<file path="src/rtl/alu_seq_gen_pkg.sv">
`default_nettype none
// ============================================================================
// Module      : alu_seq_pkg
// Description : Shared opcodes, sequencer state type, program-entry record and
//               the generator function that defines the Fibonacci-addition
//               test program for alu_seq_gen.
// Revision    : 1.0 - initial release
// ============================================================================
package alu_seq_pkg;

    // ALU opcodes used by the generated program
    localparam logic [7:0] OP_NOP  = 8'h00;
    localparam logic [7:0] OP_ADD  = 8'h05;
    localparam logic [7:0] OP_MOV  = 8'h0D;
    localparam logic [7:0] OP_ADDI = 8'h50;

    // Entry fields are sized for the largest supported configuration
    // (NUM_REGS <= 256, DATA_W <= 32); the top level slices them down.
    localparam int IDX_W = 8;
    localparam int IMM_W = 32;

    typedef enum logic [1:0] {
        IDLE = 2'd0,
        RUN  = 2'd1,
        DONE = 2'd2
    } seq_state_t;

    typedef struct packed {
        logic             we;
        logic [IDX_W-1:0] wb_idx;
        logic [7:0]       opcode;
        logic [IDX_W-1:0] rsrc;
        logic [IDX_W-1:0] rdest;
        logic [IMM_W-1:0] imm;
        logic             rori;
        logic             flagen;
    } seq_entry_t;

    // Program entry for index idx of a NUM_REGS-register program
    function automatic seq_entry_t seq_entry_gen(input int unsigned idx,
                                                 input int unsigned num_regs);
        seq_entry_t e;
        e        = '0;
        e.opcode = OP_NOP;
        if (idx == 0) begin
            e.we     = 1'b1;
            e.wb_idx = IDX_W'(2);
            e.opcode = OP_ADDI;
            e.rdest  = IDX_W'(1);
            e.rsrc   = '0;
            e.imm    = IMM_W'(1);
            e.rori   = 1'b1;
        end else if (idx <= num_regs - 3) begin
            e.we     = 1'b1;
            e.wb_idx = IDX_W'(idx + 2);
            e.opcode = OP_ADD;
            e.rdest  = IDX_W'(idx + 1);
            e.rsrc   = IDX_W'(idx);
        end else if (idx == num_regs - 2) begin
            e.we     = 1'b1;
            e.wb_idx = IDX_W'(num_regs - 1);
            e.opcode = OP_MOV;
            e.rdest  = '0;
            e.rsrc   = IDX_W'(num_regs - 1);
        end
        return e;
    endfunction

endpackage
`default_nettype wire

</file>
<file path="src/rtl/alu_seq_gen_if.sv">
`default_nettype none
// ============================================================================
// Module      : alu_seq_gen_if
// Description : Control handshake and register-file/ALU bus of alu_seq_gen.
//               master = board control / harness, slave = the sequencer.
//               Optional macro ALU_SEQ_SINGLE_STEP_EN adds the step input.
// Revision    : 1.0 - initial release
// ============================================================================
interface alu_seq_gen_if #(
    parameter int NUM_REGS = 16,
    parameter int DATA_W   = 16,
    parameter int LOOP_W   = 8
) ();
    localparam int REG_W = $clog2(NUM_REGS);

    logic              start;
    logic [LOOP_W-1:0] loop_count;
    logic              stall;
`ifdef ALU_SEQ_SINGLE_STEP_EN
    logic              step;
`endif
    logic [NUM_REGS-1:0] regEnable;
    logic [7:0]          opcode;
    logic [REG_W-1:0]    Rsrc;
    logic [REG_W-1:0]    Rdest;
    logic [DATA_W-1:0]   imm;
    logic                RorI;
    logic                flagEn;
    logic                busy;
    logic                done;
    logic [REG_W-1:0]    pc;
    logic [LOOP_W-1:0]   pass_idx;

`ifdef ALU_SEQ_SINGLE_STEP_EN
    modport master (output start, loop_count, stall, step,
                    input  regEnable, opcode, Rsrc, Rdest, imm, RorI, flagEn,
                           busy, done, pc, pass_idx);
    modport slave  (input  start, loop_count, stall, step,
                    output regEnable, opcode, Rsrc, Rdest, imm, RorI, flagEn,
                           busy, done, pc, pass_idx);
`else
    modport master (output start, loop_count, stall,
                    input  regEnable, opcode, Rsrc, Rdest, imm, RorI, flagEn,
                           busy, done, pc, pass_idx);
    modport slave  (input  start, loop_count, stall,
                    output regEnable, opcode, Rsrc, Rdest, imm, RorI, flagEn,
                           busy, done, pc, pass_idx);
`endif
endinterface
`default_nettype wire

</file>
<file path="src/rtl/alu_seq_gen_rom.sv">
`default_nettype none
// ============================================================================
// Module      : alu_seq_rom
// Description : Combinational program store: maps pc to its program entry.
// Revision    : 1.0 - initial release
// ============================================================================
module alu_seq_rom
    import alu_seq_pkg::*;
#(
    parameter  int NUM_REGS = 16,
    localparam int REG_W    = $clog2(NUM_REGS)
) (
    input  logic [REG_W-1:0] pc,
    output seq_entry_t       entry
);

    // Table lookup through the shared generator function
    always_comb begin
        entry = seq_entry_gen(32'(pc), NUM_REGS);
    end

endmodule
`default_nettype wire

</file>
<file path="src/rtl/alu_seq_gen.sv">
`default_nettype none
// ============================================================================
// Module      : alu_seq_gen
// Description : ALU test-program sequencer. Streams a NUM_REGS-1 entry
//               Fibonacci-addition program onto the register-file/ALU bus,
//               with start/busy/done handshake, multi-pass looping and stall.
//               Optional macro ALU_SEQ_SINGLE_STEP_EN: entries advance only
//               on cycles with step=1 (and stall=0).
// Revision    : 1.0 - initial release
// ============================================================================
module alu_seq_gen
    import alu_seq_pkg::*;
#(
    parameter int NUM_REGS = 16,
    parameter int DATA_W   = 16,
    parameter int LOOP_W   = 8
) (
    input  logic          clk,
    input  logic          rst,
    alu_seq_gen_if.slave  bus
);
    localparam int               REG_W     = $clog2(NUM_REGS);
    localparam logic [REG_W-1:0] c_last_pc = REG_W'(NUM_REGS - 2);

    seq_state_t        r_state, w_state_nxt;
    logic [REG_W-1:0]  r_pc, w_pc_nxt;
    logic [LOOP_W-1:0] r_pass_idx, w_pass_nxt;
    logic [LOOP_W-1:0] r_passes, w_passes_nxt;
    logic              w_adv;
    seq_entry_t        w_entry;
    logic              w_unused;

    // An entry is consumed (and written back) only on an advancing RUN cycle
`ifdef ALU_SEQ_SINGLE_STEP_EN
    assign w_adv = (r_state == RUN) && !bus.stall && bus.step;
`else
    assign w_adv = (r_state == RUN) && !bus.stall;
`endif

    alu_seq_rom #(.NUM_REGS(NUM_REGS)) u_rom (
        .pc    (r_pc),
        .entry (w_entry)
    );

    // Entry fields are wider than this configuration needs
    assign w_unused = ^{w_entry.wb_idx, w_entry.rsrc, w_entry.rdest, w_entry.imm};

    // State, program counter and pass bookkeeping registers
    always_ff @(posedge clk or posedge rst) begin
        if (rst) begin
            r_state    <= IDLE;
            r_pc       <= '0;
            r_pass_idx <= '0;
            r_passes   <= LOOP_W'(1);
        end else begin
            r_state    <= w_state_nxt;
            r_pc       <= w_pc_nxt;
            r_pass_idx <= w_pass_nxt;
            r_passes   <= w_passes_nxt;
        end
    end

    // Next-state: start from IDLE/DONE, advance/wrap/finish in RUN
    always_comb begin
        w_state_nxt  = r_state;
        w_pc_nxt     = r_pc;
        w_pass_nxt   = r_pass_idx;
        w_passes_nxt = r_passes;
        case (r_state)
            IDLE, DONE: begin
                if (bus.start) begin
                    w_state_nxt  = RUN;
                    w_pc_nxt     = '0;
                    w_pass_nxt   = '0;
                    w_passes_nxt = (bus.loop_count == '0) ? LOOP_W'(1) : bus.loop_count;
                end
            end
            RUN: begin
                if (w_adv) begin
                    if (r_pc == c_last_pc) begin
                        // passes is never 0, so passes-1 cannot underflow
                        if (r_pass_idx == (r_passes - LOOP_W'(1))) begin
                            w_state_nxt = DONE;
                        end else begin
                            w_pc_nxt   = '0;
                            w_pass_nxt = r_pass_idx + LOOP_W'(1);
                        end
                    end else begin
                        w_pc_nxt = r_pc + REG_W'(1);
                    end
                end
            end
            default: w_state_nxt = IDLE;
        endcase
    end

    // Bus decode: current entry while running, NOP otherwise
    always_comb begin
        bus.regEnable = '0;
        bus.opcode    = OP_NOP;
        bus.Rsrc      = '0;
        bus.Rdest     = '0;
        bus.imm       = '0;
        bus.RorI      = 1'b0;
        bus.flagEn    = 1'b0;
        if (r_state == RUN) begin
            bus.opcode = w_entry.opcode;
            bus.Rsrc   = w_entry.rsrc[REG_W-1:0];
            bus.Rdest  = w_entry.rdest[REG_W-1:0];
            bus.imm    = w_entry.imm[DATA_W-1:0];
            bus.RorI   = w_entry.rori;
            bus.flagEn = w_entry.flagen;
            if (w_adv && w_entry.we) begin
                bus.regEnable = NUM_REGS'(1) << w_entry.wb_idx[REG_W-1:0];
            end
        end
    end

    assign bus.busy     = (r_state == RUN);
    assign bus.done     = (r_state == DONE);
    assign bus.pc       = r_pc;
    assign bus.pass_idx = r_pass_idx;

endmodule
`default_nettype wire

</file>
<file path="src/flat_wrapper.sv">
// flat-port wrapper written by rule: the top's interface ports become plain ports
module alu_seq_gen_flat import alu_seq_pkg::*;
#(
    parameter int NUM_REGS = 16,
    parameter int DATA_W   = 16,
    parameter int LOOP_W   = 8
)
  (clk, rst, bus_start, bus_loop_count, bus_stall, bus_regEnable, bus_opcode, bus_Rsrc, bus_Rdest, bus_imm, bus_RorI, bus_flagEn, bus_busy, bus_done, bus_pc, bus_pass_idx);
  alu_seq_gen_if #(.NUM_REGS(NUM_REGS), .DATA_W(DATA_W), .LOOP_W(LOOP_W)) bus_i ();
  input  logic clk;
  input  logic rst;
  input wire logic [$bits(bus_i.start)-1:0] bus_start;
  input wire logic [$bits(bus_i.loop_count)-1:0] bus_loop_count;
  input wire logic [$bits(bus_i.stall)-1:0] bus_stall;
  output wire logic [$bits(bus_i.regEnable)-1:0] bus_regEnable;
  output wire logic [$bits(bus_i.opcode)-1:0] bus_opcode;
  output wire logic [$bits(bus_i.Rsrc)-1:0] bus_Rsrc;
  output wire logic [$bits(bus_i.Rdest)-1:0] bus_Rdest;
  output wire logic [$bits(bus_i.imm)-1:0] bus_imm;
  output wire logic [$bits(bus_i.RorI)-1:0] bus_RorI;
  output wire logic [$bits(bus_i.flagEn)-1:0] bus_flagEn;
  output wire logic [$bits(bus_i.busy)-1:0] bus_busy;
  output wire logic [$bits(bus_i.done)-1:0] bus_done;
  output wire logic [$bits(bus_i.pc)-1:0] bus_pc;
  output wire logic [$bits(bus_i.pass_idx)-1:0] bus_pass_idx;
  assign bus_i.start = bus_start;
  assign bus_i.loop_count = bus_loop_count;
  assign bus_i.stall = bus_stall;
  assign bus_regEnable = bus_i.regEnable;
  assign bus_opcode = bus_i.opcode;
  assign bus_Rsrc = bus_i.Rsrc;
  assign bus_Rdest = bus_i.Rdest;
  assign bus_imm = bus_i.imm;
  assign bus_RorI = bus_i.RorI;
  assign bus_flagEn = bus_i.flagEn;
  assign bus_busy = bus_i.busy;
  assign bus_done = bus_i.done;
  assign bus_pc = bus_i.pc;
  assign bus_pass_idx = bus_i.pass_idx;
  alu_seq_gen #(.NUM_REGS(NUM_REGS), .DATA_W(DATA_W), .LOOP_W(LOOP_W)) u_core (.clk(clk), .rst(rst), .bus(bus_i));
endmodule
</file>
<file path="config.mk">
export PLATFORM = sky130hd
export DESIGN_NAME = alu_seq_gen_flat
export DESIGN_NICKNAME = d
export VERILOG_FILES = /design/src/rtl/alu_seq_gen_pkg.sv /design/src/rtl/alu_seq_gen_if.sv /design/src/rtl/alu_seq_gen_rom.sv /design/src/rtl/alu_seq_gen.sv /design/src/flat_wrapper.sv
export SDC_FILE = /design/constraint.sdc
export NUM_CORES = 1
export LEC_CHECK = 0
export BUFFER_PORTS_ARGS = -buffer_cell sky130_fd_sc_hd__buf_2
export CAP_MARGIN = 10
export CORE_MARGIN = 3
export CORE_UTILIZATION = 44
export CTS_CLUSTER_DIAMETER = 40
export DETAILED_ROUTE_END_ITERATION = 10
export GPL_TIMING_DRIVEN = 0
export PLACE_DENSITY = 0.78
export SLEW_MARGIN = 20
export SYNTH_ARGS = -nofsm -noshare
export SYNTH_HDL_FRONTEND = slang
export SYNTH_SLANG_ARGS = --single-unit
</file>
<file path="constraint.sdc">
create_clock -name clk -period 2.3 [get_ports clk]
set_input_delay 0.345 -clock clk [delete_from_list [all_inputs] [get_ports clk]]
set_output_delay 0.345 -clock clk [all_outputs]
set_load 0.02 [all_outputs]
</file>
After elaboration in Yosys (flattened, before gate mapping)
Index checks and enable logic that the tools add are counted.
Word-level totals
  bits of input ports: 12
  word-level logic and storage cells: 60
  output and inout bits: 64
  register bits: 22
Operators by class
  mux-type cells: 27
  reductions and logical operators: 12
  shift-type cells: 1
  equal/unequal tests: 10
  add/subtract/negate cells: 5
  magnitude comparators: 1
Operators with widths (count)
  two-way mux 33 bit: 3
  two-way mux 8 bit: 6
  two-way mux 16 bit: 2
  two-way mux 4 bit: 6
  one-hot mux 8 bit (2 select lines): 1
  left shift 1 x 4 -> 16 bit, first input constant: 1
  two-way mux 2 bit: 5
  adder 8 x 1 -> 8 bit, second input constant: 1
  == test 8 bit: 1
  zero test 8 bit: 1
  one-hot mux 4 bit (2 select lines): 1
  AND reduction 4 bit: 2
  subtractor 8 x 1 -> 8 bit, second input constant: 1
  != test 2 x 1 -> 1 bit, second input constant: 3
  adder 4 x 1 -> 5 bit, second input constant: 1
  adder 4 x 2 -> 5 bit, second input constant: 1
  AND reduction 5 bit: 1
  adder 4 x 1 -> 4 bit, second input constant: 1
  == test 4 bit, second input constant: 1
  less-or-equal comparator 4 bit, second input constant: 1
  zero test 4 bit: 1
  != test 2 bit, second input constant: 2
  one-hot mux 2 bit (2 select lines): 1
  != test 3 bit, second input constant: 1
  9 further kinds: 11

Longest topological paths before layout
Gate-level depths: netlist of run 1.
  word-level depth: 7
  gate-level depth with buffers: 9
  mapped depth without buffers: 8

Cells and area by module
A second synthesis of run 1 with hierarchy kept.
Unflattened totals
  cell total of the unflattened synthesis: 308
  area, all modules: 2473.6 µm²
Modules (own cells, without submodules)
  alu_seq_gen: sequential area each 551.8 µm², instances 1, cells each 206, area an instance 1769.2 µm²
  alu_seq_rom: sequential area each 0.0 µm², instances 1, cells each 102, area an instance 704.4 µm²

Worst setup path before layout of run 1
OpenSTA, ideal clock, no wires.
  path type: flip-flop to output port
  start point: register u_core.r_pc[0], in the netlist u_core.bus.pc[0]
  end point: output port bus_regEnable[8]
  path buffers: 1
  path slack: -257 ps
  arrival: 2212 ps
  stages on the path, launching flop included: 10
  required time: 1955 ps
  path through: dfrtp_1 -> clkbuf_1 -> inv_1 -> ha_1 -> nor2_1 -> a21boi_0 -> mux2_2 -> nor3_1 -> nand2_1 -> nor2_1
On the way
  cells in the longest elaborated chain, start to end: 7
  elaborated cells between the ends (all ways): 11
  those cells by class: add/sub (1); order compare (1); eq/ne (1); shift (1); mux (5); reduce/logical (2)
RTL lines
  start: declaration: line alu_seq_gen.sv:26  | logic [REG_W-1:0] r_pc, w_pc_nxt;
  start signal: assignment: line alu_seq_gen.sv:57  | r_pc <= w_pc_nxt;
  parallel branches: the longest is 3 deep, another holds adder 4 x 2 -> 5 bit
  two-way mux 33 bit *: line alu_seq_gen_pkg.sv:45  | if (idx == 0) begin
  left shift 1 x 4 -> 16 bit or logical AND 1 bit (tied branches): line alu_seq_gen.sv:114, alu_seq_gen.sv:113
  two-way mux 16 bit *: line alu_seq_gen.sv:113  | if (w_adv && w_entry.we) begin
  two-way mux 16 bit *: line alu_seq_gen.sv:106  | if (r_state == RUN) begin
  end: declaration: line flat_wrapper.sv:15  | output wire logic [$bits(bus_i.regEnable)-1:0] bus_regEnable;
Every way passes the cells marked *.

Worst setup path after layout of run 1
  start point: register u_core.r_pc[0], in the netlist u_core.bus.pc[0]
  end point: output port bus_regEnable[10]
The elaborated chain is that of the path after synthesis.

==> metrics.txt, run 1 <==
met1 Track Usage GR between 20% and 30%; first-pass GRT wire length ~9.5 mm; Post-layout nets ~370; post-DP HPWL 3.78 mm; Residual DRC 0; total wire length roughly 6.5 mm; setup TNS -5620 ps; die height 71.7 um; most frequent cells in the layout buf_4 (44), buf_2 (39), nand2_1 (36); Vias per Instance 5.37; GR Util met2 around two fifths; Clock Root Buffer clkbuf_8; R2R cell count 8; reg2reg start u_core.r_passes[0]$_DFFE_PP1P_; Starting DRT DRC Count approximately 150; worst reg2reg endpoint u_core.bus.pc[1]$_DFFE_PP0P_; asr flop ratio synth 100%; all-layer global routing usage between 20% and 30%; Post-synth EDFFs 0; most area-consuming cells after synthesis dfrtp_1 (28%), buf_4 (9.1%), nand2_1 (8.3%); Yosys warning count 0; worst hold path type primary input to async pin; max_cap viols 0; GRT overflow 0; Syn Std Cell Area between 1500 and 2000 um2; Required @ worst endpoint just under 2000 ps; number of global-route vias before repair about 2000; register area share after synthesis between 20% and 30%; Worst Skew approximately 6 ps; Non-Filler Instances a little under 400; pre-CTS WS -213 ps; Ports 76; Clock Sinks 22; H-tree depth 1; later-pin clock latency in the skew report ~270 ps; Worst slew margin 41.9%; RSZ-0062 raised after global routing true; status finished with violations; Final ANT Viol Nets 0; # diodes 0; Yosys top cell area share between 20% and 30%; CTS tree built; Setup WS post-layout -351 ps; RePlAce Congestion 0.832; Tmin final roughly 2700 ps; Initial Util approximately 47%; syn avg cell area 7.58 um2; largest fanout on the critical path 4; hold violation total from the final report 0; commonest non-fill, non-tap cell in the layout buf_4; nature of the critical path endpoint output pin; Worst Path Arrival 2310 ps; largest net degree at the start of global routing 23; wire length per cell between 15 and 20 um; final setup fails 23; worst hold slack between 200 and 250 ps; via count about 2100; Seq cells post-synth 22; Die Span X just over 70 um; fillers about 300; period utilization 115%; critical path class flip-flop to output pin; Placed Cells about 380; R2R Setup Slk ~120 ps; initial antenna violation count 0; DIE AREA roughly 5100 um2; P per Cell Area around 1400 nW/um2; CTS Buffer Depth 2; final slew viol count 0; Synth Instances 251; worst slew pin tran 870 ps; share of layout cells above drive strength 1 between 40% and 50%; failing checks setup timing; Critical Path Start Type flip-flop; drt pass-1 iters 4; core area about 4000 um2; CTS Buf Count 3; Unique masters post-synth between 40 and 50; ys flop type dfrtp_1; leading area contributor after synthesis dfrtp_1; Max VDD drop slightly above 0.8 mV; global routing usage on met3 under 10%; Synth-to-Final Area Change 55.5%; CP Launch Point u_core.bus.pc[0]$_DFFE_PP0P_; static leakage between 1 and 1.5 nW; Reg clk slew, reported paths ~90 ps; Fmax 377 MHz; GR peak layer met2; # rows 23; number of port buffers 56
-- sequential cells by signal (all words and copies together), names as in the netlist --
name	count
u_core.bus.pass_idx	8
u_core.r_passes	8
u_core.bus.pc	4
u_core.r_state	2
-- Yosys cell counts, types with 3 or more instances --
| library cell | number |
|---|---|
| a211o_1 | 3 |
| a21oi_1 | 7 |
| and2_1 | 5 |
| and3_1 | 7 |
| buf_4 | 23 |
| clkbuf_1 | 5 |
| dfrtp_1 | 21 |
| ha_1 | 8 |
| inv_1 | 9 |
| mux2i_1 | 6 |
| nand2_1 | 42 |
| nand2b_1 | 5 |
| nand3_1 | 5 |
| nand4_1 | 6 |
| nor2_1 | 38 |
| nor3_1 | 10 |
| nor4_1 | 3 |
| o21ai_0 | 5 |
| or3_1 | 3 |
| xnor2_1 | 6 |
| xor2_1 | 4 |
-- repair_timing --
action	CTS	global route
buffers inserted	11	5
pin swaps	12	18
resized for setup	63	36
hold buffers	0	0
endpoints found under the setup margin	33	43
-- where the power goes --
group	internal (W)	switching [W]	total [W]
Clock	0.000153	0.000137	0.000290
Combinational	0.00132	0.00199	0.00331
Sequential	0.000516	0.000154	0.000670
-- metrics by stage --
| step | total power, W | instance area [um2] | util, % |
|---|---|---|---|
| 6_report | 0.00427 | 2960 | 72.4 |
| 5_1_grt | 0.00450 | 2960 | 72.4 |
| 4_1_cts | 0.00373 | 2790 | 68.2 |
| 3_5_place_dp | 0.00288 | 2400 | 58.8 |
| 3_3_place_gp | 0.00283 | 2400 | 58.8 |
| 2_1_floorplan | 0.00235 | 2060 | - |
-- final cells by class --
cell class	count	area, um2	area share, %
inverter	9	37.5	1.27
clock buffer	4	55.1	1.86
tap	50	62.6	2.12
sequential	22	554	18.7
timing repair buffer	72	494	16.7
buffer	29	209	7.07
multi-input combinational	209	1540	52.2
-- worst max path at each step --
stage                     depth (start not counted)                 to  slack, ps
final                                            10  bus_regEnable[10]       -350
after global routing                             10  bus_regEnable[10]       -410
after CTS                                        10  bus_regEnable[11]       -280
after detailed placement                          9  bus_regEnable[14]       -210
after global placement                            9  bus_regEnable[14]       -200
after floorplan                                   9  bus_regEnable[12]        0.7
-- routing by layer --
| metal | share of wire, % | wire length (um) |
|---|---|---|
| met1 | 38 | 2470 |
| met2 | 53 | 3450 |
| met3 | 6.5 | 424 |
| met4 | 2.8 | 184 |
| met5 | 0 | 0 |
-- worst max-delay path, stage by stage, from the launching register on --
cell and delay [ps]:
dfrtp_2 400, buf_8 110, clkinvlp_4 110, ha_4 190, nor2_4 150, and3_4 240
nor2_4 50, or3_4 410, nand2_4 170, nor2_4 60, buf_6 150
-- kinds of logic (layout without fill, tap and decap cells) --
group / Yosys count / in the layout / synth area share, %
and+or+nand+nor: 134 / 134 / 33.4
buffers and inverters: 38 / 114 / 12.1
AOI/OAI and AO/OA: 31 / 31 / 11.7
DFF: 22 / 22 / 29.0
xor gates and xnor gates: 10 / 10 / 4.61
adders and majority gates: 8 / 8 / 5.26
muxes: 7 / 7 / 3.75
other: 1 / 19 / 0.197
(Power assumes the default switching activity.)
==> inputs of run 2 (changes only) <==
CORE_UTILIZATION = 52   (was 44)
PLACE_DENSITY = not set   (was 0.78)
PLACE_DENSITY_LB_ADDON = 0.2   (was not set)
clock period = 3.4 ns   (was 2.3 ns; I/O delays follow)
==> run 2 against run 1 <==
  * The flow now finishes without violations
  * First-iteration DRC count fell by 30%
  * Sequential share of layout area rose by 4.8 points
  * Via count fell by 10%
  * Sequential cell count is the same
  * Clock power decreased by 48%
  * Final cell count shrank 5.1%
  * Clock skew about the same
  * Critical path type unchanged
==> metrics.txt, run 2 (same netlist as run 1, synthesis figures left out) <==
hold violation total from the final report 0; fillers about 330; worst hold slack roughly 330 ps; Max VDD drop between 0.4 and 0.5 mV; # rows 21; Worst Skew a little over 6 ps; Tmin final 3080 ps; commonest non-fill, non-tap cell in the layout buf_2; later-pin clock latency in the skew report 320 ps; Vias per Instance roughly 5.1; Worst Path Arrival 2570 ps; drt pass-1 iters 4; largest net degree at the start of global routing 23; P per Cell Area between 800 and 900 nW/um2; Residual DRC 0; CTS Buffer Depth 2; part of the power in registers a little under a quarter; nature of the critical path endpoint output pin; most frequent cells in the layout buf_2 (57), nand2_1 (42), nor2_1 (38); Synth-to-Final Area Change 23.3%; worst reg2reg endpoint u_core.r_state[0]$_DFFE_PP0P_; max_cap viols 0; worst slew pin tran roughly 800 ps; die height roughly 66 um; status completed; first-pass GRT wire length between 7 and 8 mm; reg2reg start u_core.r_passes[0]$_DFFE_PP1P_; Clock power frac 7.6%; H-tree depth 1; largest fanout on the critical path 8; DIE AREA between 4000 and 5000 um2; number of global-route vias before repair 1746; post-DP HPWL between 3 and 4 mm; RePlAce Congestion about 0.95; GRT overflow 0; Die Span X 66.5 um; pre-CTS WS roughly 540 ps; Internal about 0.00092 W; wire length per cell 12.0 um; Worst slew margin a little under half; number of port buffers 56; CTS tree built; all-layer global routing usage between 20% and 30%; fin util between 60 and 70%; Net Sw Frac between 50% and 60%; share of layout cells above drive strength 1 between 20% and 30%; # diodes 0; Starting DRT DRC Count 106; R2R cell count 8; Ports between 70 and 80; Setup WS post-layout around 320 ps; static leakage ~1.3 nW; final slew viol count 0; Required @ worst endpoint ~2900 ps; CTS Buf Count 3; via count about 1900; period utilization 90.7%; Critical Path Start Type flip-flop; Post-layout nets between 300 and 400; Clock Root Buffer clkbuf_4; total wire length approximately 4.5 mm; initial antenna violation count 0; Sw Pwr approximately 0.0011 W; Fmax roughly 320 MHz; Clock Sinks 22; core area 3420 um2; setup TNS 0 ps; RSZ-0062 raised after global routing false; Reg clk slew, reported paths between 100 and 150 ps; worst hold path type primary input to async pin; Comb pwr share between 60% and 70%; Final ANT Viol Nets 0; R2R Setup Slk 1030 ps; critical path class flip-flop to output pin; final setup fails 0; Initial Util between 50% and 60%
[run 2: changes by cell type in the layout (fill, tap and decap cells not counted), sizes merged]
cell,before,now
buf,97,80
clkbuf,8,9
inv,8,9
clkinvlp,1,0
[run 2: repair_timing]
| action | CTS | global route |
|---|---|---|
| setup endpoints to repair | 0 | 11 |
| hold buffers | 0 | 0 |
| resized for setup | 0 | 2 |
| setup buffers | 0 | 0 |
[run 2: area by class of cell]
class | instances | area, um2 | share of cell area [%]
plain buffers | 29 | 198 | 8.43
clock buffers | 4 | 36.3 | 1.55
inverters | 9 | 33.8 | 1.44
multi-input cells | 209 | 1190 | 50.6
flip-flops and latches | 22 | 552 | 23.5
well taps | 46 | 57.6 | 2.45
repair buffers | 56 | 280 | 12.0
[run 2: routing by layer]
layer | global-route usage [%] | up-vias | routed length (um) | share of wire, %
met5 | 0 | - | 0 | 0
met4 | 4.31 | 0 | 19 | 0.42
met3 | 2.87 | 2 | 309 | 6.9
met2 | 39.3 | 67 | 2250 | 50
met1 | 25.2 | 868 | 1920 | 43
li1 | - | 971 | - | -
[run 2: metrics by stage]
stage | instances | cell area, um2 | power, W
final | 375 | 2340 | 0.00197
after CTS | 375 | 2340 | 0.00196
after detailed placement | 371 | 2310 | 0.00182
after global routing | 375 | 2340 | 0.00215
after global placement | 371 | 2310 | 0.00179
after floorplan | 269 | 1970 | 0.00147
[run 2: power groups by stage]
stage	Clock, W	Combinational [W]	Sequential, W
final	0.000150	0.00137	0.000453
after floorplan	0	0.000987	0.000479
after detailed placement	0	0.00136	0.000457
after global placement	0	0.00133	0.000457
after global routing	0.000168	0.00152	0.000467
after CTS	0.000150	0.00136	0.000451
[run 2: critical path, stage by stage, from the launching register on]
cell and delay (ps):
dfrtp_1 410, clkbuf_2 210, inv_1 120, ha_1 230
nor2_1 190, a21boi_0 120, mux2_2 290, nor3_1 240
nand2_1 150, nor2_1 120, buf_2 170
[run 2: how the worst max path moves through the flow]
stage / startpoint / to / cells after the start
final: u_core.bus.pc[0]$_DFFE_PP0P_ / bus_regEnable[8] / 10
after global routing: u_core.bus.pc[0]$_DFFE_PP0P_ / bus_regEnable[8] / 10
after floorplan: u_core.bus.pc[0]$_DFFE_PP0P_ / bus_regEnable[8] / 9
after global placement: u_core.bus.pc[0]$_DFFE_PP0P_ / bus_regEnable[8] / 10
after CTS: u_core.bus.pc[0]$_DFFE_PP0P_ / bus_regEnable[8] / 10
after detailed placement: u_core.bus.pc[0]$_DFFE_PP0P_ / bus_regEnable[9] / 10
